`config.mk`:
```
export PLATFORM = sky130hd
export DESIGN_NAME = safe_auth_ctrl
export DESIGN_NICKNAME = d
export VERILOG_FILES = /design/src/rtl/safe_auth_ctrl_pkg.sv /design/src/rtl/safe_auth_ctrl_debounce.sv /design/src/rtl/safe_auth_ctrl.sv
export SDC_FILE = /design/constraint.sdc
export NUM_CORES = 1
export LEC_CHECK = 0
export ABC_AREA = 1
export BUFFER_PORTS_ARGS = -buffer_cell sky130_fd_sc_hd__clkbuf_2
export CORE_MARGIN = 2
export CORE_UTILIZATION = 51
export DETAILED_ROUTE_END_ITERATION = 7
export PLACE_DENSITY = 0.78
export SYNTH_ARGS = -nofsm -noshare
export SYNTH_HDL_FRONTEND = slang
export SYNTH_HIERARCHICAL = 1
export SYNTH_SLANG_ARGS = --single-unit
```
`constraint.sdc`:
```
create_clock -name clk -period 1.4 [get_ports clk]
set_input_delay 0.21 -clock clk [delete_from_list [all_inputs] [get_ports clk]]
set_output_delay 0.21 -clock clk [all_outputs]
set_load 0.01 [all_outputs]
```
`src/rtl/safe_auth_ctrl_pkg.sv`:
```
// Shared types and constants for the safe authentication sequencer.
package safe_pkg;

  typedef enum logic [1:0] {
    ENTRY,
    CHECK,
    LOCKOUT
  } state_t;

  localparam int unsigned DIGITS  = 4;
  localparam int unsigned DIGIT_W = 4;
  localparam logic [3:0]  BLANK   = 4'hF;

endpackage

```
`src/rtl/safe_auth_ctrl_debounce.sv`:
```
// Level debouncer with a registered single-cycle rising-edge event.
module key_debounce #(
  parameter int unsigned DEBOUNCE_CYC = 4
) (
  input  logic clk,
  input  logic rst_n,
  input  logic din,
  output logic level,
  output logic rise
);

  localparam logic [7:0] LAST = 8'(DEBOUNCE_CYC - 1);

  logic [7:0] cnt;

  // Count consecutive disagreeing cycles; flip the level once the run is long enough.
  always_ff @(posedge clk or negedge rst_n) begin
    if (!rst_n) begin
      cnt   <= '0;
      level <= 1'b0;
      rise  <= 1'b0;
    end else if (din != level) begin
      if (cnt == LAST) begin
        cnt   <= '0;
        level <= din;
        rise  <= din;
      end else begin
        cnt   <= cnt + 8'd1;
        rise  <= 1'b0;
      end
    end else begin
      cnt  <= '0;
      rise <= 1'b0;
    end
  end

endmodule

```
`src/rtl/safe_auth_ctrl.sv`:
```
// Authentication sequencer: debounced keypad entry, password check, attempt limit and timed lockout.
module safe_auth_ctrl
  import safe_pkg::*;
#(
  parameter int unsigned DEBOUNCE_CYC = 4,
  parameter int unsigned MAX_ATTEMPTS = 3,
  parameter int unsigned LOCK_TICKS   = 30
) (
  input  logic        clk,
  input  logic        rst_n,
  input  logic        key_valid,
  input  logic [3:0]  key_code,
  input  logic        bksp,
  input  logic        cnf,
  input  logic        tick,
  input  logic [15:0] pw,
  output logic [15:0] entry,
  output logic [2:0]  digit_cnt,
  output logic        match_pulse,
  output logic        fail_pulse,
  output logic        locked,
  output logic [1:0]  attempts_left,
  output logic [7:0]  lock_remain
);

  localparam logic [1:0] ATT_MAX  = 2'(MAX_ATTEMPTS);
  localparam logic [7:0] LOCK_MAX = 8'(LOCK_TICKS);

  logic key_lvl, bksp_lvl, cnf_lvl;
  logic key_ev, bksp_ev, cnf_ev;

  key_debounce #(.DEBOUNCE_CYC(DEBOUNCE_CYC)) u_key (
    .clk(clk), .rst_n(rst_n), .din(key_valid), .level(key_lvl), .rise(key_ev)
  );
  key_debounce #(.DEBOUNCE_CYC(DEBOUNCE_CYC)) u_bksp (
    .clk(clk), .rst_n(rst_n), .din(bksp), .level(bksp_lvl), .rise(bksp_ev)
  );
  key_debounce #(.DEBOUNCE_CYC(DEBOUNCE_CYC)) u_cnf (
    .clk(clk), .rst_n(rst_n), .din(cnf), .level(cnf_lvl), .rise(cnf_ev)
  );

  // Only the edge events drive the sequencer; the filtered levels are not needed here.
  logic unused_levels;
  assign unused_levels = ^{key_lvl, bksp_lvl, cnf_lvl};

  state_t      state_q, state_d;
  logic [15:0] entry_d;
  logic [2:0]  cnt_d;
  logic [1:0]  att_d;
  logic        locked_d;
  logic [7:0]  remain_d;

  // State and datapath registers.
  always_ff @(posedge clk or negedge rst_n) begin
    if (!rst_n) begin
      state_q       <= ENTRY;
      entry         <= '1;
      digit_cnt     <= '0;
      attempts_left <= ATT_MAX;
      locked        <= 1'b0;
      lock_remain   <= '0;
    end else begin
      state_q       <= state_d;
      entry         <= entry_d;
      digit_cnt     <= cnt_d;
      attempts_left <= att_d;
      locked        <= locked_d;
      lock_remain   <= remain_d;
    end
  end

  // Next-state, buffer edits and check pulses; events are prioritised cnf > bksp > digit.
  always_comb begin
    state_d     = state_q;
    entry_d     = entry;
    cnt_d       = digit_cnt;
    att_d       = attempts_left;
    locked_d    = locked;
    remain_d    = lock_remain;
    match_pulse = 1'b0;
    fail_pulse  = 1'b0;
    unique case (state_q)
      ENTRY: begin
        if (cnf_ev) begin
          if (digit_cnt == 3'(DIGITS)) state_d = CHECK;
        end else if (bksp_ev) begin
          if (digit_cnt != 3'd0) begin
            entry_d = {BLANK, entry[15:DIGIT_W]};
            cnt_d   = digit_cnt - 3'd1;
          end
        end else if (key_ev) begin
          if (digit_cnt < 3'(DIGITS) && key_code <= 4'd9) begin
            entry_d = {entry[15-DIGIT_W:0], key_code};
            cnt_d   = digit_cnt + 3'd1;
          end
        end
      end
      CHECK: begin
        entry_d = '1;
        cnt_d   = '0;
        state_d = ENTRY;
        if (entry == pw) begin
          match_pulse = 1'b1;
          att_d       = ATT_MAX;
        end else begin
          fail_pulse = 1'b1;
          att_d      = attempts_left - 2'd1;
          if (attempts_left == 2'd1) begin
            locked_d = 1'b1;
            remain_d = LOCK_MAX;
            state_d  = LOCKOUT;
          end
        end
      end
      LOCKOUT: begin
        if (tick) begin
          if (lock_remain == 8'd1) begin
            remain_d = '0;
            locked_d = 1'b0;
            att_d    = ATT_MAX;
            state_d  = ENTRY;
          end else begin
            remain_d = lock_remain - 8'd1;
          end
        end
      end
      default: state_d = ENTRY;
    endcase
  end

endmodule

```
==> impl_metrics.ini <==
[critical_path]
critical_path.max_fanout = 3
reg2regPathDepth = 11
rr_startpoint = entry[11]
cpMostUsedCell = nand2_2
crit_chain = inv_2 > nand2_2 > nand2_2 > nor2_2 > nand2_2 > nor2_4 > buf_6 > a21oi_2 > buf_2
r2r_slack_ns = -0.33
crit_arrival_ns = 1.73
crit_slowest_cell = dfstp_2
critPathLaunchType = register
r2r-end = entry[11]
endpoint_kind = primary output
cp.required_ns = 1.19
worstSetupPathType = register to primary output
critical-path-max-stage-delay_ns = 0.56

[sta]
worstMarginPinSlew_ns = 0.3241
fmax_mhz = 515.6
fin_ws_ns = -0.5395
tns_ns = -3.777
timing.final.crit_share_pct = 138.5
min_period_ns = 1.940
hold_viol = 0
rsz0062_at_grt = true
drv_slew = 0
finalSetupViolations = 15
clock_skew_ns = 0.009115
fin_hold_ws_ns = 0.1324
slew_headroom_pct = 78.40

[run]
drv_cap = 0

[clock_tree]
clock_path_buffers = 2
clk_latency_ns = 0.33
cts_tree = built
cts-root-buf = clkbuf_8
cts_made_buffers = 9
htreeDepth = 3
clkSlewWorstSetupHoldPaths_ns = 0.07
cts_sinks = 62

[hold_path]
min_to = u_cnf/rise
min_from = cnf
min_path_type = primary input to register
hold_depth = 3

[route]
antenna_left = 0
drc_errors = 0
wl_per_cell_um = 11.41
wl_um = 8385
firstDrtPassIters = 4
drtIter0Drc = 144
vias_per_cell = 4.849
vias = 3564

[floorplan]
num_rows = 30
fp.dieH_um = 88.57
num_io_pins = 58
dieWidth_um = 88.57
start_util_pct = 53.10
die_area_um2 = 7844
core-area_um2 = 6869

[power_and_ir_drop]
peakVddDrop_v = 0.0009482
p_leak_nw = 2.567
p_per_area_nw_per_um2 = 1352

[synthesis]
synth-compound-area-share_pct = 8.473
synth_xor_area_share_pct = 3.122
ys_ff_latch = 62
syn_avg_cell_area_um2 = 7.237
synth_area_um2 = 3647
synth-warning-count = 6
synth_common_cells = nand2_1, inv_1, o21ai_0
netlist_top_cells_area = dfrtp_1, nand2_1, dfstp_2
async_flop_share_pct = 100.0
yosysSeqAreaShare_pct = 43.16
syn_inst = 504
ys_types = 26
syn-num-nets = 537
synth_most_common_cell = nand2_1
ys.flop_type = dfrtp_1
synth_edf_count = 0
muxShareOfSynthArea_pct = 0
yosys.area_share.adder_pct = 2.607
synth_top_area_share_pct = 30.19
yosysTopAreaCell = dfrtp_1
synth_top_family_by_area = simple AND/OR/NAND/NOR gates
synth-simple-area-share_pct = 33.07

[run_status]
violations = negative setup slack
status = finished, violations left

[final_layout]
antenna_cells = 0
fillCellCount = 544
nets = 667
area_delta_synth_final_pct = 33.07
stdcell_count = 735
layout-drive-gt1-share_pct = 33.65

[placed_design]
io_buffers = 57
place_congestion = 0.8613
place_ws_ns = -0.2429
placed_cells = 697
hpwl_um = 5982

[grt]
grt_max_degree = 63
grt.overflow.total = 0
antenna_found_initial = 0
grt_use_total_pct = 22.69
grt_pass1_vias = 3325
grt_pass1_wl_um = 13940
[through the flow]
stage / cell area [µm²] / total power, mW / utilization [%]
2_1_floorplan: 3655 / 3.958 / -
3_3_place_gp: 4393 / 4.971 / 63.95
3_5_place_dp: 4393 / 5.067 / 63.95
4_1_cts: 4741 / 6.530 / 69.02
5_1_grt: 4853 / 7.105 / 70.66
6_report: 4853 / 6.562 / 70.66
[kinds of logic (layout without fill, tap and decap cells)]
group	Yosys count	count (layout)
and+or+nand+nor	274	274
buffers and inverters	87	222
AOI/OAI and AO/OA	61	61
DFF	62	62
adders and majority gates	7	7
xor gates and xnor gates	13	13
[power breakdown]
| part | leakage, nW | internal, mW | switching [mW] |
|---|---|---|---|
| Clock | 0.0877 | 0.741 | 0.667 |
| Combinational | 1.71 | 1.19 | 1.48 |
| Sequential | 0.771 | 2.20 | 0.280 |
[final cells by class]
| class | instances | area (µm²) | area share [%] |
|---|---|---|---|
| Tap cell | 96 | 120.1 | 2.475 |
| Timing Repair Buffer | 127 | 880.8 | 18.15 |
| Clock buffer | 15 | 166.4 | 3.429 |
| Clock inverter | 1 | 5.005 | 0.1031 |
| Inverter | 79 | 301.5 | 6.213 |
| Multi-Input combinational cell | 355 | 1804 | 37.17 |
| Sequential cell | 62 | 1575 | 32.46 |
[flip-flops by register name, indices dropped and copies added (netlist names), 2 cells and up]
signal         cells
state_q            2
u_bksp/cnt         8
u_key/cnt          8
entry             16
lock_remain        8
attempts_left      2
digit_cnt          3
u_cnf/cnt          8
[routing by layer]
layer / wire length (µm) / global-route usage, % / part of all wire (%)
met3: 419 / 4.757 / 5.0
met5: 0 / 0 / 0
met2: 4091 / 39.92 / 49
met4: 165 / 8.815 / 2.0
met1: 3709 / 27.23 / 44
[layout by cell type (no fill, tap or decap)]
| master | n |
|---|---|
| a21oi_1 | 6 |
| a21oi_2 | 1 |
| buf_12 | 2 |
| buf_2 | 1 |
| buf_4 | 59 |
| buf_6 | 10 |
| clkbuf_1 | 4 |
| clkbuf_2 | 54 |
| clkbuf_8 | 11 |
| clkinv_2 | 1 |
| dfrtp_1 | 43 |
| dfrtp_2 | 1 |
| dfstp_2 | 18 |
| dlygate4sd3_1 | 1 |
| fa_2 | 1 |
| ha_1 | 6 |
| inv_1 | 64 |
| inv_2 | 13 |
| inv_4 | 2 |
| nand2_1 | 151 |
| nand2_2 | 14 |
| nand2_4 | 1 |
| nand2_8 | 1 |
| nand3_1 | 29 |
| nand3_2 | 4 |
| nand3_4 | 1 |
| nand4_1 | 1 |
| nor2_1 | 45 |
| nor2_2 | 7 |
| nor2_4 | 10 |
| nor3_1 | 9 |
| nor3b_1 | 1 |
| o21ai_0 | 43 |
| o21ai_1 | 8 |
| o21ai_2 | 3 |
| xnor2_1 | 3 |
| xor2_1 | 10 |
[worst max-delay path by stage]
stage                     cells past startpoint          end  slack [ns]      start
after floorplan                               9  match_pulse       -0.09   entry[5]
after global placement                        9  match_pulse       -0.21   entry[5]
after detailed placement                      9  match_pulse       -0.24   entry[5]
after CTS                                     9   fail_pulse       -0.55  entry[11]
after global routing                          9   fail_pulse       -0.62  entry[10]
final                                         9   fail_pulse       -0.54  entry[10]
[repair_timing]
action,CTS,global route
hold endpoints to repair,44,0
pin swaps,8,13
setup endpoints to repair,17,28
hold buffers,1,0
setup buffers,12,10
gates resized for setup,21,27
[worst max-delay path, delay by kind of cell (launching register included)]
family	cells	cell delay (ns)
buffers and inverters	3	0.31
and+or+nand+nor	5	0.47
AOI/OAI and AO/OA	1	0.05
DFF	1	0.56
No activity file was read; power rests on OpenSTA's default activity.
